`src/rtl/lcd_linebuf.sv`:
```
// lcd_linebuf: PPU line-buffer scan converter with vertical line repeat.
// Stores PPU lines in a ring of LINES slots and replays each one VREP times
// on a free-running output raster that resyncs at every PPU frame start.
// Optional underrun detection is built when LCD_UNDERRUN_EN is defined.
module lcd_linebuf #(
    parameter int unsigned H     = 160,
    parameter int unsigned V     = 144,
    parameter int unsigned BPP   = 2,
    parameter int unsigned LINES = 4,
    parameter int unsigned VREP  = 4,
    parameter int unsigned HFP   = 16,
    parameter int unsigned HS    = 20,
    parameter int unsigned HBP   = 32,
    parameter int unsigned VFP   = 2,
    parameter int unsigned VS    = 2,
    parameter int unsigned VBP   = 36
) (
    input  logic           clk,
    input  logic           reset_n,
    input  logic           ce_in,
    input  logic [BPP-1:0] din,
    input  logic [1:0]     mode,
    input  logic           ce_pix,
    input  logic           lcd_on,
    output logic           hs,
    output logic           vs,
    output logic           blank,
    output logic [BPP-1:0] pix,
    output logic           underrun
);

    localparam int unsigned HT   = H + HFP + HS + HBP;
    localparam int unsigned VT   = V * VREP + VFP + VS + VBP;
    localparam int unsigned VVIS = V * VREP;
    localparam int unsigned HW   = $clog2(HT);
    localparam int unsigned VW   = $clog2(VT);
    localparam int unsigned IW   = (H > 1) ? $clog2(H) : 1;
    localparam int unsigned PW   = $clog2(H + 1);
    localparam int unsigned SW   = $clog2(VT + 1);
    localparam int unsigned RW   = (VREP > 1) ? $clog2(VREP) : 1;
    localparam int unsigned LB   = $clog2(LINES);
    localparam int unsigned WLW  = 8;

    localparam logic [1:0] MODE_HBLANK = 2'b00;
    localparam logic [1:0] MODE_VBLANK = 2'b01;

    logic [1:0]     r_prev_mode;
    logic [WLW-1:0] r_wl;
    logic [PW-1:0]  r_wp;
    logic [HW-1:0]  r_h_cnt;
    logic [VW-1:0]  r_v_cnt;
    logic [SW-1:0]  r_src;
    logic [RW-1:0]  r_rep;
    logic [BPP-1:0] r_rd_data;
    logic           r_hs;
    logic           r_vs;
    logic           r_blank;
    logic [BPP-1:0] r_pix;
    logic [BPP-1:0] r_mem [LINES][H];

    logic           w_frame_start;
    logic           w_line_start;
    logic           w_wr_en;
    logic [LB-1:0]  w_wr_slot;
    logic [IW-1:0]  w_wr_idx;
    logic [LB-1:0]  w_rd_slot;
    logic [IW-1:0]  w_rd_idx;
    logic           w_h_vis;
    logic           w_v_vis;
    logic           w_vis;
    logic           w_line_bad;

    assign w_frame_start = (mode != MODE_VBLANK) && (r_prev_mode == MODE_VBLANK);
    assign w_line_start  = (mode != MODE_HBLANK) && (r_prev_mode == MODE_HBLANK);
    assign w_wr_en       = reset_n && ce_in && (32'(r_wp) < H);
    assign w_wr_slot     = r_wl[LB-1:0];
    assign w_wr_idx      = r_wp[IW-1:0];

    assign w_h_vis   = 32'(r_h_cnt) < H;
    assign w_v_vis   = 32'(r_v_cnt) < VVIS;
    assign w_vis     = w_h_vis && w_v_vis;
    assign w_rd_slot = r_src[LB-1:0];
    assign w_rd_idx  = w_h_vis ? r_h_cnt[IW-1:0] : '0;

    // Mode edge detection, write line and write pointer; start events override the pointer step
    always_ff @(posedge clk) begin
        if (!reset_n) begin
            r_prev_mode <= MODE_VBLANK;
            r_wl        <= '0;
            r_wp        <= '0;
        end else begin
            r_prev_mode <= mode;
            if (w_frame_start) begin
                r_wl <= '0;
                r_wp <= '0;
            end else if (w_line_start) begin
                if (r_wl != {WLW{1'b1}}) begin
                    r_wl <= r_wl + WLW'(1);
                end
                r_wp <= '0;
            end else if (w_wr_en) begin
                r_wp <= r_wp + PW'(1);
            end
        end
    end

    // Buffer write port; a sample coincident with a start event uses the old slot and index
    always_ff @(posedge clk) begin
        if (w_wr_en) begin
            r_mem[w_wr_slot][w_wr_idx] <= din;
        end
    end

    // Synchronous buffer read, captured the clk after the raster moves
    always_ff @(posedge clk) begin
        r_rd_data <= r_mem[w_rd_slot][w_rd_idx];
    end

    // Output raster counters with source-line / repeat tracking and frame resync
    always_ff @(posedge clk) begin
        if (!reset_n) begin
            r_h_cnt <= '0;
            r_v_cnt <= '0;
            r_src   <= '0;
            r_rep   <= '0;
        end else if (w_frame_start) begin
            r_h_cnt <= '0;
            r_v_cnt <= VW'(VT - VREP);
            r_src   <= SW'((VT - VREP) / VREP);
            r_rep   <= RW'((VT - VREP) % VREP);
        end else if (ce_pix) begin
            if (32'(r_h_cnt) == HT - 1) begin
                r_h_cnt <= '0;
                if (32'(r_v_cnt) == VT - 1) begin
                    r_v_cnt <= '0;
                    r_src   <= '0;
                    r_rep   <= '0;
                end else begin
                    r_v_cnt <= r_v_cnt + VW'(1);
                    if (32'(r_rep) == VREP - 1) begin
                        r_rep <= '0;
                        r_src <= r_src + SW'(1);
                    end else begin
                        r_rep <= r_rep + RW'(1);
                    end
                end
            end else begin
                r_h_cnt <= r_h_cnt + HW'(1);
            end
        end
    end

    // Registered video outputs for the raster position held before each pixel tick
    always_ff @(posedge clk) begin
        if (!reset_n) begin
            r_hs    <= 1'b0;
            r_vs    <= 1'b0;
            r_blank <= 1'b1;
            r_pix   <= '0;
        end else if (ce_pix) begin
            r_hs    <= (32'(r_h_cnt) >= H + HFP) && (32'(r_h_cnt) < H + HFP + HS);
            r_vs    <= (32'(r_v_cnt) >= VVIS + VFP) && (32'(r_v_cnt) < VVIS + VFP + VS);
            r_blank <= !w_vis;
            r_pix   <= (w_vis && lcd_on && !w_line_bad) ? r_rd_data : '0;
        end
    end

`ifdef LCD_UNDERRUN_EN
    localparam int unsigned CW = (SW > WLW) ? SW : WLW;

    logic r_line_bad;
    logic r_underrun;
    logic w_bad_now;

    // Source line not yet complete, or its slot already reused by a newer line
    assign w_bad_now  = (CW'(r_src) >= CW'(r_wl)) ||
                        ((CW'(r_wl) - CW'(r_src)) >= CW'(LINES));
    assign w_line_bad = (r_h_cnt == '0) ? w_bad_now : r_line_bad;

    // Latch the per-line verdict at h=0 of visible lines and keep a sticky flag
    always_ff @(posedge clk) begin
        if (!reset_n) begin
            r_line_bad <= 1'b0;
            r_underrun <= 1'b0;
        end else if (ce_pix && w_v_vis && (r_h_cnt == '0)) begin
            r_line_bad <= w_bad_now;
            if (w_bad_now) begin
                r_underrun <= 1'b1;
            end
        end
    end

    assign underrun = r_underrun;
`else
    assign w_line_bad = 1'b0;
    assign underrun   = 1'b0;
`endif

    assign hs    = r_hs;
    assign vs    = r_vs;
    assign blank = r_blank;
    assign pix   = r_pix;

endmodule

```
`config.mk`:
```
export PLATFORM = sky130hd
export DESIGN_NAME = lcd_linebuf
export DESIGN_NICKNAME = d
export VERILOG_FILES = /design/src/rtl/lcd_linebuf.sv
export SDC_FILE = /design/constraint.sdc
export NUM_CORES = 2
export LEC_CHECK = 0
export CAP_MARGIN = 5
export CORE_MARGIN = 4
export CORE_UTILIZATION = 50
export DETAILED_ROUTE_END_ITERATION = 16
export PLACE_DENSITY = 0.61
export RECOVER_POWER = 25
export SYNTH_ARGS = -nofsm -noshare
export SYNTH_HDL_FRONTEND = slang
export SYNTH_SLANG_ARGS = --single-unit
export TNS_END_PERCENT = 100
```
`constraint.sdc`:
```
create_clock -name clk -period 3.5 [get_ports clk]
set_clock_uncertainty 0.2 [all_clocks]
set_input_delay 0.35 -clock clk [delete_from_list [all_inputs] [get_ports clk]]
set_output_delay 0.35 -clock clk [all_outputs]
set_load 0.02 [all_outputs]
```
==> results.tsv <==
stage	metric	value	unit
flow_run	max_cap_viol_count	2	
routing	vias	30600	
global_routing	track_usage	0.244	
die	fp.dieH	339	um
cells_and_area	fin_util	0.571	
die	dieArea	115000	um2
synthesis	ys_ff_latch	1327	
clock_network	cts_tree	built	
worst_setup_path	crit_required	3920	ps
die	die_width	339	um
worst_setup_path	cp.arrival	3770	ps
run_status	status	finished, violations left	
power_and_ir_drop	p_per_area	536	nW/um2
routing	vias_per_cell	6.24	
clock_network	clk_pin_slew	60	ps
worst_setup_path	startpoint	r_src[0]	
cells_and_area	final_cell_mix	edfxtp_1, nor2_1, mux4_2	
run_status	failed_checks	max-capacitance violations, max-slew violations	
sta	period_needed	3350	ps
routing	wl_per_cell	28.5	um
synthesis	syn_nets	3269	
power_and_ir_drop	peakVddDrop	0.000478	V
worst_setup_path	crit-reg2reg-launch	r_src[0]	
placed_design	placed_cell_area	57400	um2
cells_and_area	layout-drive-gt1-share	0.224	
placed_design	gp_congestion	0.867	
worst_hold_path	hold_class	primary input to flop	
synthesis	synth_top_area_frac	0.702	
worst_setup_path	crit_path_end_kind	flop	
routing	first_pass_iters	6	
global_routing	antenna_found_initial	3	
synthesis	avgSynthCellArea	16.8	um2
global_routing	grt_first_pass_wirelength	208000	um
clock_network	h-tree-depth	4	
cells_and_area	design_area	62100	um2
die	placeableCoreArea	109000	um2
sta	final_hold_viol_count	0	
sta	drv_slew	149	
routing	antenna_left	0	
power_and_ir_drop	leakage	18.8	nW
worst_setup_path	cp_slowest_cell	mux4_1	
sta	rsz0062_at_grt	yes	
sta	fmaxAchievable	0.298	GHz
synthesis	ys_warn_count	0	
placed_design	portBuffers	13	
synthesis	seq_area_frac_synth	0.719	
synthesis	netlist_instances	3249	
sta	holdWs	52.0	ps
routing	drtIter0Drc	3745	
routing	finalWirelength	140000	um
routing	drc	0	
clock_network	cts.sinks	1327	
synthesis	synth_edf_count	1280	
placed_design	detailed_place_hpwl	86500	um
die	rows	121	
synthesis	yosysTopAreaCell	edfxtp_1	
worst_setup_path	path_class	flop to flop	
synthesis	netlist_top_cells_area	edfxtp_1, mux4_2, nor2_1	
die	initial_utilization	0.504	
worst_setup_path	cpMostUsedCell	buf_12	
worst_setup_path	cp_cell_sequence	buf_12, buf_12, buf_12, mux4_1, a211oi_1, a311oi_1, a31oi_1, mux4_2, or3_1, o31ai_1	
sta	min_period_over_period	0.957	
clock_network	clkLatencyLatePin	750	ps
worst_setup_path	cpPeakStageDelay	560	ps
cells_and_area	diodes	0	
global_routing	overflow	0	
sta	slew_headroom	-0.673	
worst_setup_path	path_max_fanout	21	
synthesis	synth_area	54700	um2
synthesis	synth_flop_cell	edfxtp_1	
die	ioPinCount	15	
cells_and_area	final_common_cell	edfxtp_1	
synthesis	async_flop_share	0	
sta	setup_viol	0	
global_routing	grt_max_degree	145	
global_routing	grt_pass1_vias	31800	
clock_network	cts-buffers-inserted	143	
synthesis	yosysUniqueCellTypes	69	
cells_and_area	final_nets	3394	
clock_network	cts_buffer_depth	3	
sta	tightest_slew	2510	ps
worst_setup_path	startpoint_type	flop	
worst_hold_path	hold_start	lcd_on	
cells_and_area	area_growth	13.4	%
clock_network	clockRootBuffer	clkbuf_16	
## metrics by stage
step,setup TNS [ps],power (mW),setup WS (ps),instances
6_report,0,33.3,149,4905
5_1_grt,-8.31,34.3,-8.31,4905
4_1_cts,0,33.6,14.2,4904
3_5_place_dp,-20.5,19.2,-20.5,4632
3_3_place_gp,-43.5,19.2,-43.5,4632
2_1_floorplan,0,18.6,701,3249
## synthesized netlist by cell type (6+ instances only)
cell       count
edfxtp_1    1280
nor2_1       702
mux4_2       326
nand2_1      181
clkbuf_1     153
nand3_1       86
dfxtp_1       47
buf_2         37
mux2i_1       35
o21ai_0       31
nand4_1       30
a21oi_1       25
buf_4         24
a31oi_1       22
buf_6         21
nor3_1        21
and3_1        19
a211oi_1      16
nand2b_1      14
mux4_1        13
xor2_1        13
a311oi_1      11
ha_1          11
nor4_1        11
inv_1          9
xnor2_1        9
a2111oi_0      7
o31ai_1        7
and2_1         6
mux2_2         6
or3_1          6
## what timing repair did
item | in CTS | in global routing
hold buffers | 4 | 0
pin swaps | 3 | 3
hold endpoints to repair | 142 | 0
setup endpoints to repair | 1 | 2
resized for setup | 3 | 9
buffers inserted | 4 | 0
gates cloned | 2 | 1
## power breakdown
group	switching, mW	internal [mW]
Combinational	0.862	0.613
Clock	6.14	8.23
Sequential	0.0217	17.4
## sequential cells by signal, summed over array words and instances, names as in the netlist
signal	flops
r_src	2
pix	2
r_wl	8
hs	1
r_wp	8
r_rd_data	2
blank	1
r_h_cnt	8
r_rep	2
r_v_cnt	10
r_prev_mode	2
r_mem	1280
vs	1
## cells by family after synthesis
group,Yosys count,synth area share
DFF,1327,0.719
AOI/OAI and AO/OA,156,0.0194
xor gates and xnor gates,22,0.00352
buffers and inverters,257,0.0242
muxes,380,0.148
and+or+nand+nor,1094,0.0827
adders and majority gates,12,0.00270
other,1,0.0000685
## path summary, 6_finish.rpt
check,end,slack [ps],cells after the start
max,r_rd_data[0],150,10
max reg2reg,r_rd_data[0],150,10
min,pix[0],50,3
min reg2reg,pix[0],290,2
## cell type report
| type | instances | area [um2] |
|---|---|---|
| repair buffers | 225 | 2250 |
| flip-flops and latches | 1327 | 39400 |
| inverters | 12 | 45.0 |
| clock buffers | 173 | 3760 |
| fillers | 8317 | 46600 |
| clock inverters | 89 | 708 |
| well taps | 1414 | 1770 |
| multi-input cells | 1665 | 14200 |
## critical path: cells and delay by family, from the launching register on
family / cells / cell delay, ps
muxes: 2 / 920
and+or+nand+nor: 1 / 170
buffers and inverters: 3 / 680
AOI/OAI and AO/OA: 4 / 780
DFF: 1 / 410
## metal layers
layer  up-vias  GRT usage  wire (um)
li1      12900          -          -
met1     16000      0.332      54500
met2      1463      0.403      69400
met3       259     0.0452      11600
met4         0     0.0827       4450
met5         -          0          0
No activity file was read; power rests on OpenSTA's default activity.
